--- src/rtl/cochlea_readout_sched.sv ---
// Cochlea filter-bank readout scheduler: double-buffered channel snapshots
// streamed as one header word plus one data word per enabled channel.
module cochlea_readout_sched #(
  parameter int N_CH = 16
) (
  input  logic              clk_master,
  input  logic              rst,
  input  logic              sample_stb,
  input  logic [2*N_CH-1:0] read_out_I,
  input  logic [2*N_CH-1:0] read_out_Q,
  input  logic [N_CH-1:0]   ch_en,
  output logic [8:0]        dout,
  output logic              dout_valid,
  input  logic              dout_ready,
  output logic              busy,
  output logic [7:0]        overrun_cnt
);

  localparam logic [1:0] S_IDLE = 2'd0;
  localparam logic [1:0] S_HDR  = 2'd1;
  localparam logic [1:0] S_DATA = 2'd2;

  logic [1:0]        r_state;
  logic              r_pend_full;
  logic [2*N_CH-1:0] r_pend_i, r_pend_q;
  logic [N_CH-1:0]   r_pend_en;
  logic [2*N_CH-1:0] r_act_i, r_act_q;
  logic [N_CH-1:0]   r_rem;
  logic [7:0]        r_frame_cnt;
  logic [7:0]        r_ovr;

  logic              w_xfer, w_cap;
  logic [3:0]        w_idx;
  logic [N_CH-1:0]   w_low, w_rem_nxt;
  logic [1:0]        w_sel_i, w_sel_q;

  assign w_xfer = (r_state == S_IDLE) && r_pend_full;
  // A strobe may refill pending in the same cycle its old contents move to active.
  assign w_cap  = sample_stb && (!r_pend_full || w_xfer);

  // Lowest remaining channel: scan high to low so the last hit wins.
  always_comb begin
    w_idx   = 4'd0;
    w_low   = '0;
    w_sel_i = 2'd0;
    w_sel_q = 2'd0;
    for (int k = N_CH-1; k >= 0; k--) begin
      if (r_rem[k]) begin
        w_idx    = 4'(k);
        w_low    = '0;
        w_low[k] = 1'b1;
        w_sel_i  = r_act_i[2*k +: 2];
        w_sel_q  = r_act_q[2*k +: 2];
      end
    end
  end

  assign w_rem_nxt = r_rem & ~w_low;

  always_comb begin
    dout = 9'd0;
    case (r_state)
      S_HDR:   dout = {1'b1, r_frame_cnt};
      S_DATA:  dout = {1'b0, w_idx, w_sel_i, w_sel_q};
      default: dout = 9'd0;
    endcase
  end

  assign dout_valid  = (r_state != S_IDLE);
  assign busy        = dout_valid || r_pend_full;
  assign overrun_cnt = r_ovr;

  always_ff @(posedge clk_master) begin
    if (rst) begin
      r_state     <= S_IDLE;
      r_pend_full <= 1'b0;
      r_frame_cnt <= 8'd0;
      r_ovr       <= 8'd0;
      r_rem       <= '0;
    end else begin
      case (r_state)
        S_IDLE: if (r_pend_full) begin
          r_rem   <= r_pend_en;
          r_state <= S_HDR;
        end
        S_HDR: if (dout_ready) begin
          r_frame_cnt <= r_frame_cnt + 8'd1;
          r_state     <= (r_rem != '0) ? S_DATA : S_IDLE;
        end
        S_DATA: if (dout_ready) begin
          r_rem <= w_rem_nxt;
          if (w_rem_nxt == '0) r_state <= S_IDLE;
        end
        default: r_state <= S_IDLE;
      endcase

      if (w_cap)                              r_pend_full <= 1'b1;
      else if (w_xfer)                        r_pend_full <= 1'b0;
      else if (sample_stb && r_ovr != 8'hFF)  r_ovr       <= r_ovr + 8'd1;
    end
  end

  // Snapshot payloads carry no reset; their use is gated by pend_full and state.
  always_ff @(posedge clk_master) begin
    if (w_cap) begin
      r_pend_i  <= read_out_I;
      r_pend_q  <= read_out_Q;
      r_pend_en <= ch_en;
    end
    if (w_xfer) begin
      r_act_i <= r_pend_i;
      r_act_q <= r_pend_q;
    end
  end

endmodule

--- config.mk ---
export PLATFORM = sky130hd
export DESIGN_NAME = cochlea_readout_sched
export DESIGN_NICKNAME = d
export VERILOG_FILES = /design/src/rtl/cochlea_readout_sched.sv
export SDC_FILE = /design/constraint.sdc
export NUM_CORES = 1
export LEC_CHECK = 0
export CORE_MARGIN = 5
export CORE_UTILIZATION = 40
export DETAILED_ROUTE_END_ITERATION = 6
export PLACE_DENSITY = 0.74
export SLEW_MARGIN = 20
export SYNTH_ARGS = -nofsm -noshare
export SYNTH_HDL_FRONTEND = slang
export SYNTH_SLANG_ARGS = --single-unit
--- constraint.sdc ---
create_clock -name clk_master -period 4.36 [get_ports clk_master]
set_input_delay 0.654 -clock clk_master [delete_from_list [all_inputs] [get_ports clk_master]]
set_output_delay 0.654 -clock clk_master [all_outputs]
set_load 0.05 [all_outputs]
# Word level (Yosys, flattened, before mapping)
# Index checks and enable logic that the tools add are counted.
[totals]
reg_bits = 179
in_bits = 84
output_inout_bits = 19
[op_classes]
addsub = 2
n_eq_ne = 7
n_mux = 76
n_bitwise = 4
reduce_logical = 16
[op_table]
columns = ["cell", "n"]
rows = [
  ["2-to-1 mux 16 bit", 18],
  ["2-to-1 mux 2 bit", 37],
  ["2-to-1 mux 4 bit", 16],
  ["case mux 16 bit (2 select lines)", 1],
  ["case mux 9 bit (2 select lines)", 1],
  ["adder 8 x 1 -> 8 bit (second input constant)", 2],
  ["bitwise AND 16 bit", 1],
  ["logical NOT 16 bit", 1],
  ["NOT 16 bit", 1],
  ["nonzero test 16 bit", 1],
  ["!= test 2 bit (second input constant)", 4],
  ["!= test 8 bit (second input constant)", 1],
  ["case mux 2 bit (3 select lines)", 1],
  ["AND reduction 3 bit", 2],
  ["nonzero test 2 bit", 3],
  ["AND reduction 4 bit", 1],
  ["logical AND 1 bit", 3],
  ["== test 2 x 1 -> 1 bit (second input constant)", 1],
  ["== test 2 bit (second input constant)", 1],
  ["logical NOT 2 bit", 1],
  ["logical OR 1 bit", 2],
  ["2-to-1 mux 1 bit", 2],
  ["NOT 1 bit", 2],
  ["AND reduction 2 bit", 1],
  ["logical NOT 1 bit", 1],
]

# Logic depth before layout (Yosys ltp)
# Gate-level depths: netlist of run 1.
[logic_depth]
word_depth = 22
mapped_depth = 9

# Worst setup path after synthesis of run 1
# No wires, ideal clock.
[synth_path]
kind = "reg2reg"
startpoint = "register r_state[0]"
endpoint = "register r_pend_en[0], enable pin"
arrival_time_ns = 4.251
required_time_ns = 3.831
setup_slack_ns = -0.419
path_stages_with_launch = 5
period_less_slack_ns = 4.779
path_cell_list = "dfxtp_1 > inv_1 > ha_1 > nor2b_1 > nor2b_1"
[synth_between]
elab_chain_cells = 4
[synth_lines]
columns = ["element", "line", "rtl"]
rows = [
  ["start, declared", "23", "logic [1:0] r_state;"],
  ["start signal, assigned", "88", "r_state <= (r_rem != '0) ? S_DATA : S_IDLE;"],
  ["logical NOT 2 bit", "37", "assign w_xfer = (r_state == S_IDLE) && r_pend_full;"],
  ["logical AND 1 bit", "37", ""],
  ["logical OR 1 bit", "39", "assign w_cap = sample_stb && (!r_pend_full || w_xfer);"],
  ["logical AND 1 bit", "39", ""],
  ["net w_cap", "32", "logic w_xfer, w_cap;"],
  ["end signal, assigned", "108", "r_pend_en <= ch_en;"],
  ["end, declared", "26", "logic [N_CH-1:0] r_pend_en;"],
]
# The timed path passes the listed nets, and every way through them passes these cells.
# A chain may end at the register's enable or synchronous reset.

# Final worst setup path of run 1
[layout_path]
startpoint = "register r_state[0]"
endpoint = "output dout[0]"
[layout_between]
elab_chain_cells = 2
[layout_lines]
columns = ["element", "line", "rtl"]
rows = [
  ["== test 2 bit or == test 2 x 1 -> 1 bit (tied branches)", "62", "case (r_state)"],
  ["case mux 9 bit (2 select lines) (*)", "62", ""],
  ["end, declared", "12", "output logic [8:0] dout,"],
]
# Every way passes the cells marked *; elsewhere a longest branch is shown, timed or not.

==> results of run 1 <==
-- power groups by stage --
stage / Combinational, mW / Clock, mW / Sequential [mW]
3_5_place_dp: 1.60 / 0 / 2.42
2_1_floorplan: 1.17 / 0 / 2.30
4_1_cts: 1.60 / 1.41 / 2.38
5_1_grt: 1.74 / 1.47 / 2.42
6_report: 1.60 / 1.37 / 2.39
3_3_place_gp: 1.57 / 0 / 2.40
-- area by class of cell --
| class | count | area, µm² |
|---|---|---|
| clock inverters | 14 | 105 |
| multi-input cells | 273 | 1740 |
| repair buffers | 109 | 1070 |
| inverters | 12 | 45.0 |
| clock buffers | 18 | 429 |
| flip-flops and latches | 179 | 5020 |
| fillers | 1450 | 8430 |
| well taps | 225 | 282 |
-- stage by stage --
stage | std cells | instance area, µm² | utilization (%)
after detailed placement | 798 | 8160 | 47.7
final | 830 | 8690 | 50.8
after global routing | 830 | 8690 | 50.8
after global placement | 798 | 8160 | 47.7
after CTS | 830 | 8700 | 50.8
after floorplan | 486 | 6890 | -
-- cells by family after synthesis --
logic type	after synthesis	share of synthesized area, %
buffers and inverters	34	2.00
AO/OA/AOI/OAI	123	12.3
adder cells (fa/ha/maj)	7	1.20
multiplexers	7	1.02
XOR/XNOR	11	1.40
AND/OR/NAND/NOR	125	9.19
flip-flops	179	72.9
-- routing by layer --
metal  global-route usage [%]  share of wire, %  wire length [µm]  up-vias
met5                        0                 0                 0        -
met2                     24.3                50              7330      106
met1                     20.0                44              6550     2109
met3                     3.15               4.8               706        8
li1                         -                 -                 -     2078
met4                     5.51               1.1               159        0
-- synthesized netlist by cell type, types with 8 or more instances --
library cell,count
o21ai_0,18
a22oi_1,17
inv_1,12
dfxtp_1,35
a21oi_1,24
nand2_1,24
xor2_1,8
edfxtp_1,144
o22ai_1,16
clkbuf_1,18
nand2b_1,15
nand3_1,11
nor2_1,45
-- flip-flops by register name, indices dropped and copies added (netlist names) --
| name | flops |
|---|---|
| r_rem | 16 |
| r_pend_q | 32 |
| r_frame_cnt | 8 |
| overrun_cnt | 8 |
| r_act_i | 32 |
| r_act_q | 32 |
| r_pend_i | 32 |
| r_pend_en | 16 |
| r_pend_full | 1 |
| r_state | 2 |
-- worst paths after layout --
path,startpoint,endpoint,slack [ns]
worst max-delay path,r_state[0],dout[0],0.61
worst min-delay path,r_pend_i[13],r_act_i[13],0.42
worst max register to register,r_rem[8],r_state[0],1.91
worst min register to register,r_pend_i[13],r_act_i[13],0.42
==> load_flow_metrics.sql, run 1 <==
INSERT INTO impl_metrics (metric_group, metric, value, unit) VALUES
('worst_hold_path', 'whs_path_depth', '0', ''),
('power_and_ir_drop', 'power.share.combinational', '29.8', '%'),
('floorplan', 'floorplan.initialDensity', '40.3', '%'),
('global_routing', 'global_route_wire_length_before_repair', '23200', 'µm'),
('place', 'hpwlAfterDp', '10600', 'µm'),
('critical_path', 'path_class', 'flop to output pin', ''),
('synthesis', 'synth_top_cell_by_area', 'edfxtp_1', ''),
('global_routing', 'first_global_vias', '4393', ''),
('routing', 'drt_first_iter_violations', '385', ''),
('timing', 'finClkSkew', '0.0104', 'ns'),
('place', 'portBuffers', '102', ''),
('clock_tree', 'tritoncts.num_buffers', '17', ''),
('cells_and_area', 'diodes', '0', ''),
('place', 'preCtsSetupSlack', '1.07', 'ns'),
('floorplan', 'io_pins', '103', ''),
('power_and_ir_drop', 'power.ir.vdd_worst', '0.323', 'mV'),
('synthesis', 'synthesis_warnings', '0', ''),
('synthesis', 'synthTopCellsByArea', 'edfxtp_1 63%, dfxtp_1 10%, nor2_1 2.5%', ''),
('global_routing', 'grt_remaining_overflow', '0', ''),
('flow_run', 'number_of_maximum_capacitance_constraint_violations', '0', ''),
('critical_path', 'required', '3.71', 'ns'),
('timing', 'post-route-period-util', '86.0', '%'),
('synthesis', 'synthesis.area', '0.00689', 'mm²'),
('timing', 'timing.final.setup_violations', '0', ''),
('clock_tree', 'numClockSinks', '179', ''),
('synthesis', 'synth_ff_type', 'edfxtp_1', ''),
('critical_path', 'critical_path.max_fanout', '9', ''),
('clock_tree', 'cts-root-to-sink-buffers', '2', ''),
('floorplan', 'die_width', '141', 'µm'),
('synthesis', 'synth.net_count', '575', ''),
('floorplan', 'die_area', '0.0200', 'mm²'),
('critical_path', 'crit_chain', 'inv_1, ha_1, nand2_1, nor2_1, o2111ai_1, a21oi_1, a221o_1, clkdlybuf4s50_1', ''),
('clock_tree', 'cts_tree', 'built', ''),
('critical_path', 'critical_path.max_stage_delay', '0.81', 'ns'),
('clock_tree', 'path_clk_slew', '0.06', 'ns'),
('critical_path', 'worst_path_max_delay_cell', 'clkdlybuf4s50_1', ''),
('synthesis', 'synth_cells', '486', ''),
('power_and_ir_drop', 'design_power_total', '5.35', 'mW'),
('cells_and_area', 'drive_gt1_share', '7.44', '%'),
('power_and_ir_drop', 'share_seq_of_total_power', '44.6', '%'),
('critical_path', 'critPathBufInv', '2', ''),
('clock_tree', 'clk_root_buffer_cell', 'clkbuf_16', ''),
('power_and_ir_drop', 'p_switching', '1.85', 'mW'),
('timing', 'finalHoldViolCount', '0', ''),
('timing', 'worst_hold_slack', '0.418', 'ns'),
('synthesis', 'synth_top_area_share', '62.8', '%'),
('synthesis', 'synth_area_per_cell', '14.2', 'µm²'),
('critical_path', 'worstRegToRegCells', '6', ''),
('synthesis', 'synth_async_sr_flop_share', '0', '%'),
('clock_tree', 'postCtsSetupBuffers', '0', ''),
('cells_and_area', 'finalNetCount', '681', ''),
('status', 'outcome', 'finished clean', ''),
('power_and_ir_drop', 'power.density_cell_area', '616', 'mW/mm²'),
('routing', 'wl_per_cell', '17.8', 'µm'),
('critical_path', 'path_delay_family', 'buffers and inverters', ''),
('timing', 'final_max_slew_viol_count', '0', ''),
('routing', 'routed-via-count', '4301', ''),
('critical_path', 'critPathArrivalTime', '3.10', 'ns'),
('clock_tree', 'clock_insertion_delay_worst_skew', '0.42', 'ns'),
('synthesis', 'synth_edf_count', '144', ''),
('floorplan', 'std_cell_rows', '48', ''),
('power_and_ir_drop', 'internal-power', '3.51', 'mW'),
('floorplan', 'core_region_area', '0.0171', 'mm²'),
('power_and_ir_drop', 'total_leakage_power', '2.90', 'nW'),
('clock_tree', 'holdBufCountCts', '0', ''),
('timing', 'maxClockFrequency', '267', 'MHz'),
('timing', 'transition_time_at_the_pin_with_the_least_slew_margin', '1.03', 'ns'),
('clock_tree', 'post_cts.resized_instances', '0', ''),
('critical_path', 'sort_of_element_at_the_end_of_the_critical_path', 'output pin', ''),
('timing', 'grt_setup_unrepaired', 'false', ''),
('timing', 'slew_headroom', '31.3', '%');
Note: power is estimated with default switching activity, not from simulation.
==> run 2: changes to the inputs <==
--- a/config.mk
+++ b/config.mk
@@ -6,10 +6,11 @@
 export NUM_CORES = 1
 export LEC_CHECK = 0
 export CORE_MARGIN = 5
-export CORE_UTILIZATION = 40
+export CORE_UTILIZATION = 43
 export DETAILED_ROUTE_END_ITERATION = 6
-export PLACE_DENSITY = 0.74
+export PLACE_DENSITY = 0.78
 export SLEW_MARGIN = 20
 export SYNTH_ARGS = -nofsm -noshare
 export SYNTH_HDL_FRONTEND = slang
 export SYNTH_SLANG_ARGS = --single-unit
+export TNS_END_PERCENT = 100
==> run 2 against run 1 <==
Effect of this change: clock skew about the same; clock-buffer cell count decreased by 1; register-to-register slack improved by 0.02 ns; utilization increased by 4.4 points; combinational power about the same; non-clock buffer count unchanged.
==> load_flow_metrics.sql, run 2 (same netlist as run 1, synthesis figures left out) <==
INSERT INTO impl_metrics (metric_group, metric, value, unit) VALUES
('status', 'outcome', 'finished clean', ''),
('place', 'placedInstanceArea', '0.00815', 'mm²'),
('critical_path', 'path_class', 'flop to output pin', ''),
('timing', 'slew_headroom', '31.8', '%'),
('cells_and_area', 'final.fill_count', '1242', ''),
('critical_path', 'critPathArrivalTime', '3.07', 'ns'),
('routing', 'wl_per_cell', '17.4', 'µm'),
('floorplan', 'floorplan.initialDensity', '43.5', '%'),
('clock_tree', 'clk_root_buffer_cell', 'clkbuf_16', ''),
('floorplan', 'die_h', '137', 'µm'),
('global_routing', 'grt_antenna_before_repair', '0', ''),
('critical_path', 'required', '3.71', 'ns'),
('critical_path', 'critical_path.max_fanout', '9', ''),
('global_routing', 'grt_start_max_net_pins', '81', ''),
('timing', 'timing.final.setup_violations', '0', ''),
('routing', 'routed_wire_length', '14300', 'µm'),
('clock_tree', 'postCtsSetupBuffers', '0', ''),
('timing', 'setup_slack', '0.639', 'ns'),
('timing', 'fin_crit', '3.72', 'ns'),
('critical_path', 'crit_chain', 'inv_1, ha_1, nand2_1, nor2_1, o2111ai_1, a21oi_1, a221o_1, clkdlybuf4s50_1', ''),
('place', 'preCtsSetupSlack', '1.07', 'ns'),
('power_and_ir_drop', 'design_power_total', '5.45', 'mW'),
('place', 'portBuffers', '102', ''),
('critical_path', 'worst_path_max_delay_cell', 'clkdlybuf4s50_1', ''),
('clock_tree', 'numClockSinks', '179', ''),
('timing', 'finClkSkew', '0.0101', 'ns'),
('clock_tree', 'path_clk_slew', '0.06', 'ns'),
('timing', 'transition_time_at_the_pin_with_the_least_slew_margin', '1.02', 'ns'),
('worst_hold_path', 'path_category_of_the_worst_min_delay_check', 'flop to flop', ''),
('global_routing', 'grt_remaining_overflow', '0', ''),
('floorplan', 'io_pins', '103', ''),
('global_routing', 'gr-usage-all-layers', '15.9', '%'),
('routing', 'antenna_violating_nets_post_route', '0', ''),
('cells_and_area', 'diodes', '0', ''),
('timing', 'grt_setup_unrepaired', 'false', ''),
('clock_tree', 'holdBufCountCts', '0', ''),
('routing', 'drtPass1Iterations', '5', ''),
('flow_run', 'number_of_maximum_capacitance_constraint_violations', '0', ''),
('timing', 'maxClockFrequency', '269', 'MHz'),
('routing', 'drt_first_iter_violations', '336', ''),
('timing', 'finalHoldViolCount', '0', ''),
('cells_and_area', 'drive_gt1_share', '7.27', '%'),
('cells_and_area', 'layout.cells.most_common_list', '144 x edfxtp_1, 102 x clkdlybuf4s50_1, 45 x nor2_1', ''),
('cells_and_area', 'finalNetCount', '681', ''),
('cells_and_area', 'final_common_cell', 'edfxtp_1', ''),
('floorplan', 'std_cell_rows', '46', ''),
('timing', 'totalNegativeSetupSlack', '0', 'ns'),
('power_and_ir_drop', 'total_leakage_power', '2.93', 'nW'),
('power_and_ir_drop', 'power.ir.vdd_worst', '0.345', 'mV'),
('place', 'hpwlAfterDp', '9960', 'µm'),
('cells_and_area', 'area.growth.synth_to_final', '26.7', '%'),
('place', 'placer_congestion_estimate', '0.837', ''),
('floorplan', 'die_width', '137', 'µm'),
('floorplan', 'die_area', '0.0187', 'mm²'),
('timing', 'final_max_slew_viol_count', '0', ''),
('critical_path', 'critical_path.max_stage_delay', '0.82', 'ns'),
('routing', 'post-route-drc-count', '0', ''),
('floorplan', 'core_region_area', '0.0158', 'mm²'),
('cells_and_area', 'final_area', '0.00873', 'mm²'),
('global_routing', 'first_global_vias', '4394', ''),
('routing', 'via_per_inst', '5.33', ''),
('routing', 'routed-via-count', '4375', ''),
('clock_tree', 'cts-root-to-sink-buffers', '2', ''),
('cells_and_area', 'multi_input_comb_area', '0.00174', 'mm²'),
('timing', 'post-route-period-util', '85.3', '%'),
('cells_and_area', 'ff_latch_area', '0.00502', 'mm²'),
('power_and_ir_drop', 'power.density_cell_area', '624', 'mW/mm²'),
('clock_tree', 'clock_insertion_delay_worst_skew', '0.43', 'ns'),
('critical_path', 'worst_setup_path_start_kind', 'flop', ''),
('global_routing', 'global_route_wire_length_before_repair', '22600', 'µm'),
('clock_tree', 'cts_tree', 'built', ''),
('critical_path', 'sort_of_element_at_the_end_of_the_critical_path', 'output pin', ''),
('clock_tree', 'post_cts.resized_instances', '0', ''),
('clock_tree', 'tritoncts.num_buffers', '17', ''),
('clock_tree', 'htreeDepth', '4', '');
==> run 2: report_power, final <==
| part | total, mW | internal [mW] | switching, mW | leakage [nW] |
|---|---|---|---|---|
| clock network | 1.49 | 0.849 | 0.639 | 0.281 |
| logic | 1.58 | 0.616 | 0.960 | 0.987 |
| registers | 2.38 | 2.16 | 0.227 | 1.66 |
==> run 2: path summary, 6_finish.rpt <==
kind	startpoint	to	slack (ns)	cells after the start
worst max-delay path	r_state[0]	dout[3]	0.64	8
worst min register to register	r_pend_i[13]	r_act_i[13]	0.42	0
worst min-delay path	r_pend_i[13]	r_act_i[13]	0.42	0
worst max register to register	r_rem[8]	r_state[0]	1.93	6
==> run 2: final cells by class <==
class	instances	area share (%)
well taps	216	3.09
clock buffers	17	4.87
multi-input cells	273	19.9
inverters	12	0.516
flip-flops and latches	179	57.5
repair buffers	109	12.3
clock inverters	15	1.79
==> run 2: routing by layer <==
layer	track usage, %	up-vias	routed length (µm)
met2	25.4	164	6770
met4	6.22	0	290
met5	0	-	0
met1	20.4	2103	6290
li1	-	2082	-
met3	4.82	26	921
==> run 2: critical path, delay by kind of cell (launching register included) <==
family          cells  cell delay (ns)
buf+inv             2             0.89
compound gates      3             0.55
fa+ha+maj           1             0.44
simple gates        2             0.41
flops               1             0.35
==> run 2: metrics by stage <==
step / utilization (%) / hold slack, ns / instances
5_1_grt: 55.2 / 0.426 / 821
3_3_place_gp: 51.5 / 0.403 / 789
2_1_floorplan: - / 0.400 / 486
6_report: 55.2 / 0.419 / 821
3_5_place_dp: 51.5 / 0.405 / 789
4_1_cts: 55.2 / 0.419 / 821
